## config.mk

```make
export PLATFORM = sky130hd
export DESIGN_NAME = uart_tx_slave
export DESIGN_NICKNAME = d
export VERILOG_FILES = /design/src/rtl/uart_tx_slave_pkg.sv /design/src/rtl/uart_tx_fifo.sv /design/src/rtl/uart_tx_slave.sv
export SDC_FILE = /design/constraint.sdc
export NUM_CORES = 1
export LEC_CHECK = 0
export ABC_CLOCK_PERIOD_IN_PS = 3800
export CORE_ASPECT_RATIO = 0.75
export CORE_UTILIZATION = 39
export CTS_BUF_LIST = sky130_fd_sc_hd__clkbuf_4
export DETAILED_ROUTE_END_ITERATION = 12
export GPL_TIMING_DRIVEN = 0
export SETUP_SLACK_MARGIN = 0.02
export SLEW_MARGIN = 5
export SYNTH_ARGS = -nofsm -noshare
export SYNTH_HDL_FRONTEND = slang
export SYNTH_HIERARCHICAL = 1
export SYNTH_SLANG_ARGS = --single-unit
```

## constraint.sdc

```tcl
create_clock -name clk -period 3.8 [get_ports clk]
set_clock_uncertainty 0.15 [all_clocks]
set_input_delay 0.76 -clock clk [delete_from_list [all_inputs] [get_ports clk]]
set_output_delay 0.76 -clock clk [all_outputs]
set_load 0.01 [all_outputs]
```

## src/rtl/uart_tx_slave_pkg.sv

```systemverilog
// Shared constants for the UART transmit slave: register offsets, bit indices,
// FSM encoding and the reset baud divider.
package uart_tx_slave_pkg;

    localparam logic [15:0] BAUD_DIV_RST_DEFAULT = 16'd434;

    localparam logic [1:0] REG_TXDATA  = 2'd0;
    localparam logic [1:0] REG_STATUS  = 2'd1;
    localparam logic [1:0] REG_BAUDDIV = 2'd2;
    localparam logic [1:0] REG_CTRL    = 2'd3;

    localparam int STATUS_BUSY  = 0;
    localparam int STATUS_FULL  = 1;
    localparam int STATUS_EMPTY = 2;
    localparam int STATUS_OVF   = 3;

    localparam int CTRL_EN     = 0;
    localparam int CTRL_IRQ_EN = 1;

    localparam logic [1:0] ST_IDLE  = 2'd0;
    localparam logic [1:0] ST_START = 2'd1;
    localparam logic [1:0] ST_DATA  = 2'd2;
    localparam logic [1:0] ST_STOP  = 2'd3;

    // Dividers below 2 would collapse a bit to a single cycle or less.
    function automatic logic [15:0] effective_div(input logic [15:0] div);
        return (div < 16'd2) ? 16'd2 : div;
    endfunction

endpackage

```

## src/rtl/uart_tx_fifo.sv

```systemverilog
// Transmit byte buffer. `define UART_TX_FIFO_EN for a DEPTH-entry FIFO;
// otherwise a single holding register stands in for it.
module uart_tx_fifo #(
    parameter int DEPTH = 8
) (
    input  logic                     clk,
    input  logic                     rst,
    input  logic                     push,
    input  logic                     pop,
    input  logic [7:0]               wdata,
    output logic [7:0]               rdata,
    output logic                     full,
    output logic                     empty,
    output logic [$clog2(DEPTH):0]   count
);

    localparam int CW = $clog2(DEPTH) + 1;

`ifdef UART_TX_FIFO_EN
    localparam int AW = $clog2(DEPTH);

    logic [7:0]    mem [DEPTH];
    logic [AW-1:0] wr_ptr;
    logic [AW-1:0] rd_ptr;
    logic          do_push;
    logic          do_pop;

    assign full    = (count == CW'(DEPTH));
    assign empty   = (count == '0);
    assign do_push = push & ~full;
    assign do_pop  = pop & ~empty;
    assign rdata   = mem[rd_ptr];

    always_ff @(posedge clk) begin
        if (do_push) begin
            mem[wr_ptr] <= wdata;
        end
    end

    // Pointers are exactly log2(DEPTH) wide, so they wrap on their own.
    always_ff @(posedge clk) begin
        if (rst) begin
            wr_ptr <= '0;
            rd_ptr <= '0;
            count  <= '0;
        end else begin
            if (do_push) begin
                wr_ptr <= wr_ptr + 1'b1;
            end
            if (do_pop) begin
                rd_ptr <= rd_ptr + 1'b1;
            end
            count <= count + CW'(do_push) - CW'(do_pop);
        end
    end
`else
    logic       valid;
    logic [7:0] hold;

    assign full  = valid;
    assign empty = ~valid;
    assign rdata = hold;
    assign count = CW'(valid);

    always_ff @(posedge clk) begin
        if (rst) begin
            valid <= 1'b0;
            hold  <= '0;
        end else if (push && !valid) begin
            valid <= 1'b1;
            hold  <= wdata;
        end else if (pop && valid) begin
            valid <= 1'b0;
        end
    end
`endif

endmodule

```

## src/rtl/uart_tx_slave.sv

```systemverilog
// UART 8N1 transmitter on an sb slave port with a level TX-drained interrupt.
// Buffer depth is selected by `define UART_TX_FIFO_EN (see uart_tx_fifo).
module uart_tx_slave
    import uart_tx_slave_pkg::*;
#(
    parameter int FIFO_DEPTH   = 8,
    parameter int BAUD_DIV_RST = int'(BAUD_DIV_RST_DEFAULT)
) (
    input  logic        clk,
    input  logic        rst,
    input  logic        s_sel,
    input  logic [3:0]  s_rw,
    input  logic [31:0] s_addr,
    input  logic [31:0] s_wdata,
    output logic [31:0] s_rdata,
    output logic        tx,
    output logic        irq
);

    logic [1:0]  reg_sel;
    logic        wr;
    logic        fifo_push;
    logic        fifo_pop;
    logic [7:0]  fifo_rdata;
    logic        fifo_full;
    logic        fifo_empty;
    logic [$clog2(FIFO_DEPTH):0] fifo_count;

    logic [15:0] bauddiv;
    logic        enable;
    logic        irq_en;
    logic        overflow;

    logic [1:0]  state;
    logic [15:0] cyc;
    logic [15:0] cur_div;
    logic [7:0]  shreg;
    logic [2:0]  bitn;
    logic        busy;
    logic        bit_done;
    logic        launch;
    logic [3:0]  status_bits;
    logic        unused_bits;

    assign reg_sel   = s_addr[3:2];
    assign wr        = s_sel && (s_rw != 4'b0000);
    assign fifo_push = wr && (reg_sel == REG_TXDATA) && s_rw[0];
    assign busy      = (state != ST_IDLE);
    assign bit_done  = (cyc == 16'd0);
    assign irq       = irq_en & fifo_empty & ~busy;
    assign unused_bits = &{1'b0, s_addr[31:4], s_addr[1:0], s_wdata[31:16], fifo_count};

    // A new frame starts from IDLE or straight out of the last STOP cycle.
    assign launch   = enable && !fifo_empty &&
                      ((state == ST_IDLE) || ((state == ST_STOP) && bit_done));
    assign fifo_pop = launch;

    assign status_bits[STATUS_BUSY]  = busy;
    assign status_bits[STATUS_FULL]  = fifo_full;
    assign status_bits[STATUS_EMPTY] = fifo_empty;
    assign status_bits[STATUS_OVF]   = overflow;

    uart_tx_fifo #(.DEPTH(FIFO_DEPTH)) u_fifo (
        .clk   (clk),
        .rst   (rst),
        .push  (fifo_push),
        .pop   (fifo_pop),
        .wdata (s_wdata[7:0]),
        .rdata (fifo_rdata),
        .full  (fifo_full),
        .empty (fifo_empty),
        .count (fifo_count)
    );

    always_ff @(posedge clk) begin
        if (rst) begin
            bauddiv  <= 16'(BAUD_DIV_RST);
            enable   <= 1'b1;
            irq_en   <= 1'b0;
            overflow <= 1'b0;
        end else begin
            if (fifo_push && fifo_full) begin
                overflow <= 1'b1;
            end else if (wr && reg_sel == REG_STATUS && s_rw[0] && s_wdata[STATUS_OVF]) begin
                overflow <= 1'b0;
            end
            if (wr && reg_sel == REG_BAUDDIV) begin
                if (s_rw[0]) bauddiv[7:0]  <= s_wdata[7:0];
                if (s_rw[1]) bauddiv[15:8] <= s_wdata[15:8];
            end
            if (wr && reg_sel == REG_CTRL && s_rw[0]) begin
                enable <= s_wdata[CTRL_EN];
                irq_en <= s_wdata[CTRL_IRQ_EN];
            end
        end
    end

    always_ff @(posedge clk) begin
        if (rst) begin
            s_rdata <= '0;
        end else if (s_sel && s_rw == 4'b0000) begin
            case (reg_sel)
                REG_STATUS:  s_rdata <= {28'b0, status_bits};
                REG_BAUDDIV: s_rdata <= {16'b0, bauddiv};
                REG_CTRL:    s_rdata <= {30'b0, irq_en, enable};
                default:     s_rdata <= '0;
            endcase
        end else begin
            s_rdata <= '0;
        end
    end

    // The divider is captured at launch so mid-frame BAUDDIV writes wait for the next frame.
    always_ff @(posedge clk) begin
        if (rst) begin
            state   <= ST_IDLE;
            tx      <= 1'b1;
            cyc     <= '0;
            cur_div <= 16'd2;
            shreg   <= '0;
            bitn    <= '0;
        end else if (launch) begin
            state   <= ST_START;
            tx      <= 1'b0;
            cur_div <= effective_div(bauddiv);
            cyc     <= effective_div(bauddiv) - 16'd1;
            shreg   <= fifo_rdata;
            bitn    <= '0;
        end else begin
            case (state)
                ST_IDLE: begin
                    tx <= 1'b1;
                end
                ST_START: begin
                    if (bit_done) begin
                        state <= ST_DATA;
                        tx    <= shreg[0];
                        shreg <= shreg >> 1;
                        cyc   <= cur_div - 16'd1;
                    end else begin
                        cyc <= cyc - 16'd1;
                    end
                end
                ST_DATA: begin
                    if (bit_done) begin
                        if (bitn == 3'd7) begin
                            state <= ST_STOP;
                            tx    <= 1'b1;
                        end else begin
                            tx    <= shreg[0];
                            shreg <= shreg >> 1;
                            bitn  <= bitn + 3'd1;
                        end
                        cyc <= cur_div - 16'd1;
                    end else begin
                        cyc <= cyc - 16'd1;
                    end
                end
                ST_STOP: begin
                    if (bit_done) begin
                        state <= ST_IDLE;
                    end else begin
                        cyc <= cyc - 16'd1;
                    end
                end
                default: begin
                    state <= ST_IDLE;
                    tx    <= 1'b1;
                end
            endcase
        end
    end

endmodule

```

### Yosys cells after proc, flatten, opt, wreduce, memory -nomap -nowiden

Cells that the tools add are included.

* order comparisons: 1
* equality and inequality tests: 17
* mux-type cells: 26
* reductions and logical operators: 42
* $add $sub $neg: 4
* bitwise operators: 6

Operators with widths (number)
* $mux W16: 4
* $pmux W16 S3: 1
* $sub A16 B1 Y16 const B: 3
* $mux W8: 4
* $pmux W16 S2: 1
* $ne A3 B2 Y1 const B: 6
* $logic_and A1 B1 Y1: 16
* $logic_not A16 Y1: 1
* $lt A16 B2 Y1 const B: 1
* $pmux W8 S2: 1
* $reduce_bool A4 Y1: 3
* $reduce_and A5 Y1: 2
* $mux W1: 9
* $reduce_bool A3 Y1: 3
* $eq A2 B2 Y1 const B: 4
* $mux W2: 4
* $ne A2 B2 Y1 const B: 4
* $pmux W2 S3: 1
* $reduce_and A2 Y1: 3
* $reduce_and A3 Y1: 2
* $reduce_bool A2 Y1: 3
* $reduce_or A2 Y1: 3
* $eq A2 B1 Y1 const B: 2
* $logic_not A2 Y1: 2
* 9 further kinds: 13

* bits of input ports: 71
* logic and storage cells: 111
* register bits: 106

### Logic depth before layout (Yosys ltp)

Gate-level depths: netlist of the first run.

* word-level depth: 7
* depth in mapped cells: 11

### Hierarchy

Netlist of the first run, hierarchy kept.

By module, submodules not included
* uart_tx_slave: area an instance 4400.5 µm², cells an instance 532, sequential area each 1621.6 µm², instances 1
* uart_tx_fifo: area an instance 464.2 µm², cells an instance 44, sequential area each 180.2 µm², instances 1

### Least setup slack after synthesis of the first run

OpenSTA, ideal clock, no wires.

* path type: reg-to-reg
* start: reg bauddiv[9]
* end: reg cyc[8]
* period minus slack after synthesis: 2876 ps
* arrival: 2631 ps
* setup slack: 924 ps
* setup time: 95 ps
* stages on the path, launching flop included: 10
* path through: dfxtp_1 buf_6 or4_4 or4_4 o41ai_2 ha_1 nand2b_1 nor4_1 xnor2_1 a221oi_1

* longest elaborated chain between the ends: 4

RTL lines
* start, declared: RTL line uart_tx_slave.sv:29 `logic [15:0] bauddiv;`
* start signal, assigned: RTL line uart_tx_slave.sv:77 `bauddiv <= 16'(BAUD_DIV_RST);`
* start signal, assigned: RTL line uart_tx_slave.sv:89 `if (s_rw[1]) bauddiv[15:8] <= s_wdata[15:8];`
* $lt A16 B2 Y1: RTL line uart_tx_slave_pkg.sv:27 `return (div < 16'd2) ? 16'd2 : div;`
* $mux W16: RTL line uart_tx_slave_pkg.sv:27
* $sub A16 B1 Y16: RTL line uart_tx_slave.sv:126 `cyc <= effective_div(bauddiv) - 16'd1;`
* $mux W16: RTL line uart_tx_slave.sv:122 `end else if (launch) begin`
* end signal, assigned: RTL line uart_tx_slave.sv:126
* end signal, assigned: RTL line uart_tx_slave.sv:139 `cyc <= cur_div - 16'd1;`
* end signal, assigned: RTL line uart_tx_slave.sv:141 `cyc <= cyc - 16'd1;`
* end, declared: RTL line uart_tx_slave.sv:35 `logic [15:0] cyc;`

Every way passes these cells.
A chain may end at the register's enable or synchronous reset.

### Worst setup path after layout of the first run

Ends and elaborated chain as after synthesis.

==> results.txt, run 1 <==
- Number of primary I/O pins: 105
- After detailed routing, the number of remaining DRC violations is 0.
* Unrepaired setup endpoints after global routing: no
- The post-route netlist has 10.9% of its cells at a drive strength greater than 1.
- The critical path runs through a total of 9 cells.
- The flow ran to the end, and the final reports show no timing, DRC or antenna violations.
- Maximum fanout encountered on the critical timing path: 8
- Synth Cell Area: 0.00483 sq mm
* Vias after detailed routing: 4,341
- Summed over all nets, the half-perimeter wirelength after detailed placement is 9920 um.
* Number of synthesis warnings: 6
- Area Growth Syn to Fin: 17.2%
- Post_cts resized: 0
- For this design, the CTS-stage hold fixing added 0 buffers.
- The worst hold path belongs to the class reg -> reg.
* Drt first pass iters: 7
- Critical path data arrival time: 3.48 ns
- Derived from the worst setup path, the maximum achievable clock frequency is 306 MHz.
- The detail route stage leaves a number of antenna-violating nets equal to 0.
- Setup-failing EPs final: 0
- The root buffer cell chosen for the clock tree is sky130_fd_sc_hd__clkbuf_4.
* Clock network latency to the later pin of the worst-skew pair: 0.48 ns
- Headroom to the max-slew limit: 30.6%
- The via count of the first global-routing pass came to 4,010.
- Summing all placed instances gives a cell area of 0.00550 sq mm.
* Global-route wire length before repair: 21,600 um
- Final min period: 3.27 ns
* Critical path's largest stage delay: 0.55 ns
- Wires add up to 13,500 um.
* Total clock buffers created by CTS: 9
- A synthesized cell averages 8.46 sq um.
- Clock edge transition at the registers on the reported setup and hold paths: 0.17 ns
* Setup CP Type: reg -> reg
- Total global routing overflow: 0
* Drt wl/cell: 16.8 um
- Final critical-path share of the clock period: 85.9%
- Die outline width: 131 um
* Pin count of the biggest net entering global routing: 19
- Peak VDD IR: 206 uV
- 0 antenna diodes ended up in the layout.
- Number of buffers inserted by port buffering: 41
- Among cell families on the critical path, the largest total delay comes from simple AND/OR/NAND/NOR gates.
- Standard-cell row count: 34
- Critical path cell sequence: buf_6 > or4_4 > or4_4 > o41ai_2 > ha_1 > nand2b_1 > nor4_1 > xnor2_1 > a221oi_1
- Number of antenna violations at the first check in global routing: 0
- After filler insertion, the fill cell instance count of the layout stands at 1,191.
- The longest clock path from root to sink contains 2 buffers.
- Type of origin of the critical path: flop
- Total Neg Setup Slack: 0 ns
* Vertical extent of the die: 98.4 um
- TritonCTS built the clock tree.
- The cell count after synthesis came out at 571.
- CP Data Required Time: 4.02 ns
- Gr usage total: 22.0%
- Pwr per Cell Area: 473 mW/mm^2
* Most prevalent standard cell on the critical path: sky130_fd_sc_hd__or4_4
- Commonest non-fill, non-tap cell in the layout: sky130_fd_sc_hd__dfxtp_1
* Setup Fix Bufs, Post-CTS: 0
- Total core area: 0.0118 sq mm
- The congestion estimate from routability-driven global placement came to 0.882.
- The initial utilization of the core area, before any placement, comes to 40.8%.
- Top library cells by usage in the layout, fill and taps aside: sky130_fd_sc_hd__dfxtp_1, sky130_fd_sc_hd__nand2_1, sky130_fd_sc_hd__nor2_1, sky130_fd_sc_hd__a21oi_1, sky130_fd_sc_hd__clkdlybuf4s50_1
- The number of slew-limit violations in the final report is 0.
* Final hold violation count: 0
- Combined buffer and inverter count along the critical path: 1
* CP endpoint kind: flop
- Worst reg2reg path depth: 9
- Final design instance area without fill: 0.00566 sq mm
- The die covers 0.0128 sq mm.
* Layout Nets: 719
* H-Tree Level Count: 3
- Using the TritonRoute via totals, the vias-per-cell ratio works out to 5.39.
* 1st-iter DRT viols: 408
- Max-cap violations in this run came to 0.
* Cell with the largest stage delay on the worst path: sky130_fd_sc_hd__or4_4
- Transition time of the tightest slew-check pin: 1.03 ns
- Clock sink count: 90
- Leak: 2.10 nW
- Counting instances, the worst hold path has a depth of 2.
## sequential cells by signal (all words and copies together) (netlist names)
register,count
u_fifo/full,1
cyc,16
shreg,8
bauddiv,16
overflow,1
enable,1
tx,1
cur_div,16
state,2
u_fifo/rdata,8
bitn,3
s_rdata,16
irq_en,1
## worst min-delay path, cell delays in order, from the launching register on
cell,delay (ns)
sky130_fd_sc_hd__dfxtp_1,0.35
sky130_fd_sc_hd__nand2_1,0.06
sky130_fd_sc_hd__a21oi_1,0.05
## stage by stage
| step | cells | setup slack [ns] | power (mW) | util, % | hold slack (ns) |
|---|---|---|---|---|---|
| 2_1_floorplan | 586 | 0.924 | 1.80 | - | 0.282 |
| 3_3_place_gp | 789 | 0.655 | 2.07 | 46.5 | 0.305 |
| 3_5_place_dp | 789 | 0.581 | 2.06 | 46.5 | 0.313 |
| 4_1_cts | 805 | 0.510 | 2.67 | 47.9 | 0.331 |
| 5_1_grt | 805 | 0.314 | 2.83 | 47.9 | 0.353 |
| 6_report | 805 | 0.534 | 2.68 | 47.9 | 0.337 |
## final timing paths
| kind | endpoint | from | slack, ns |
|---|---|---|---|
| setup / recovery | cyc[8] | bauddiv[9] | 0.53 |
| hold / removal | shreg[7] | u_fifo/rdata[7] | 0.34 |
| setup reg to reg | cyc[8] | bauddiv[9] | 0.53 |
| hold reg to reg | shreg[7] | u_fifo/rdata[7] | 0.34 |
## power breakdown
| part | switching, mW | internal, mW | leakage [nW] |
|---|---|---|---|
| combinational | 0.607 | 0.376 | 1.28 |
| sequential | 0.0889 | 1.00 | 0.729 |
| clock | 0.385 | 0.220 | 0.0873 |
## routing by layer
layer	routed length, um	part of all wire [%]	GRT usage (%)
met1	7130	53	34.0
met2	5560	41	30.5
met3	670	4.9	4.49
met4	182	1.3	5.39
met5	0	0	0
## layout make-up
type | count | area [sq um] | area share (%)
well taps | 162 | 203 | 3.58
clock buffers | 9 | 67.6 | 1.19
inverters | 9 | 33.8 | 0.597
multi-input cells | 443 | 2780 | 49.1
plain buffers | 44 | 270 | 4.77
flip-flops and latches | 90 | 1800 | 31.8
repair buffers | 41 | 410 | 7.25
clock inverters | 7 | 95.1 | 1.68
No activity file was read; power rests on OpenSTA's default activity.
==> run 2, diff against run 1 <==
- TNS_END_PERCENT: unset -> 50
==> results of run 2 <==
Final layout, timing and power as in run 1 (identical DEF).
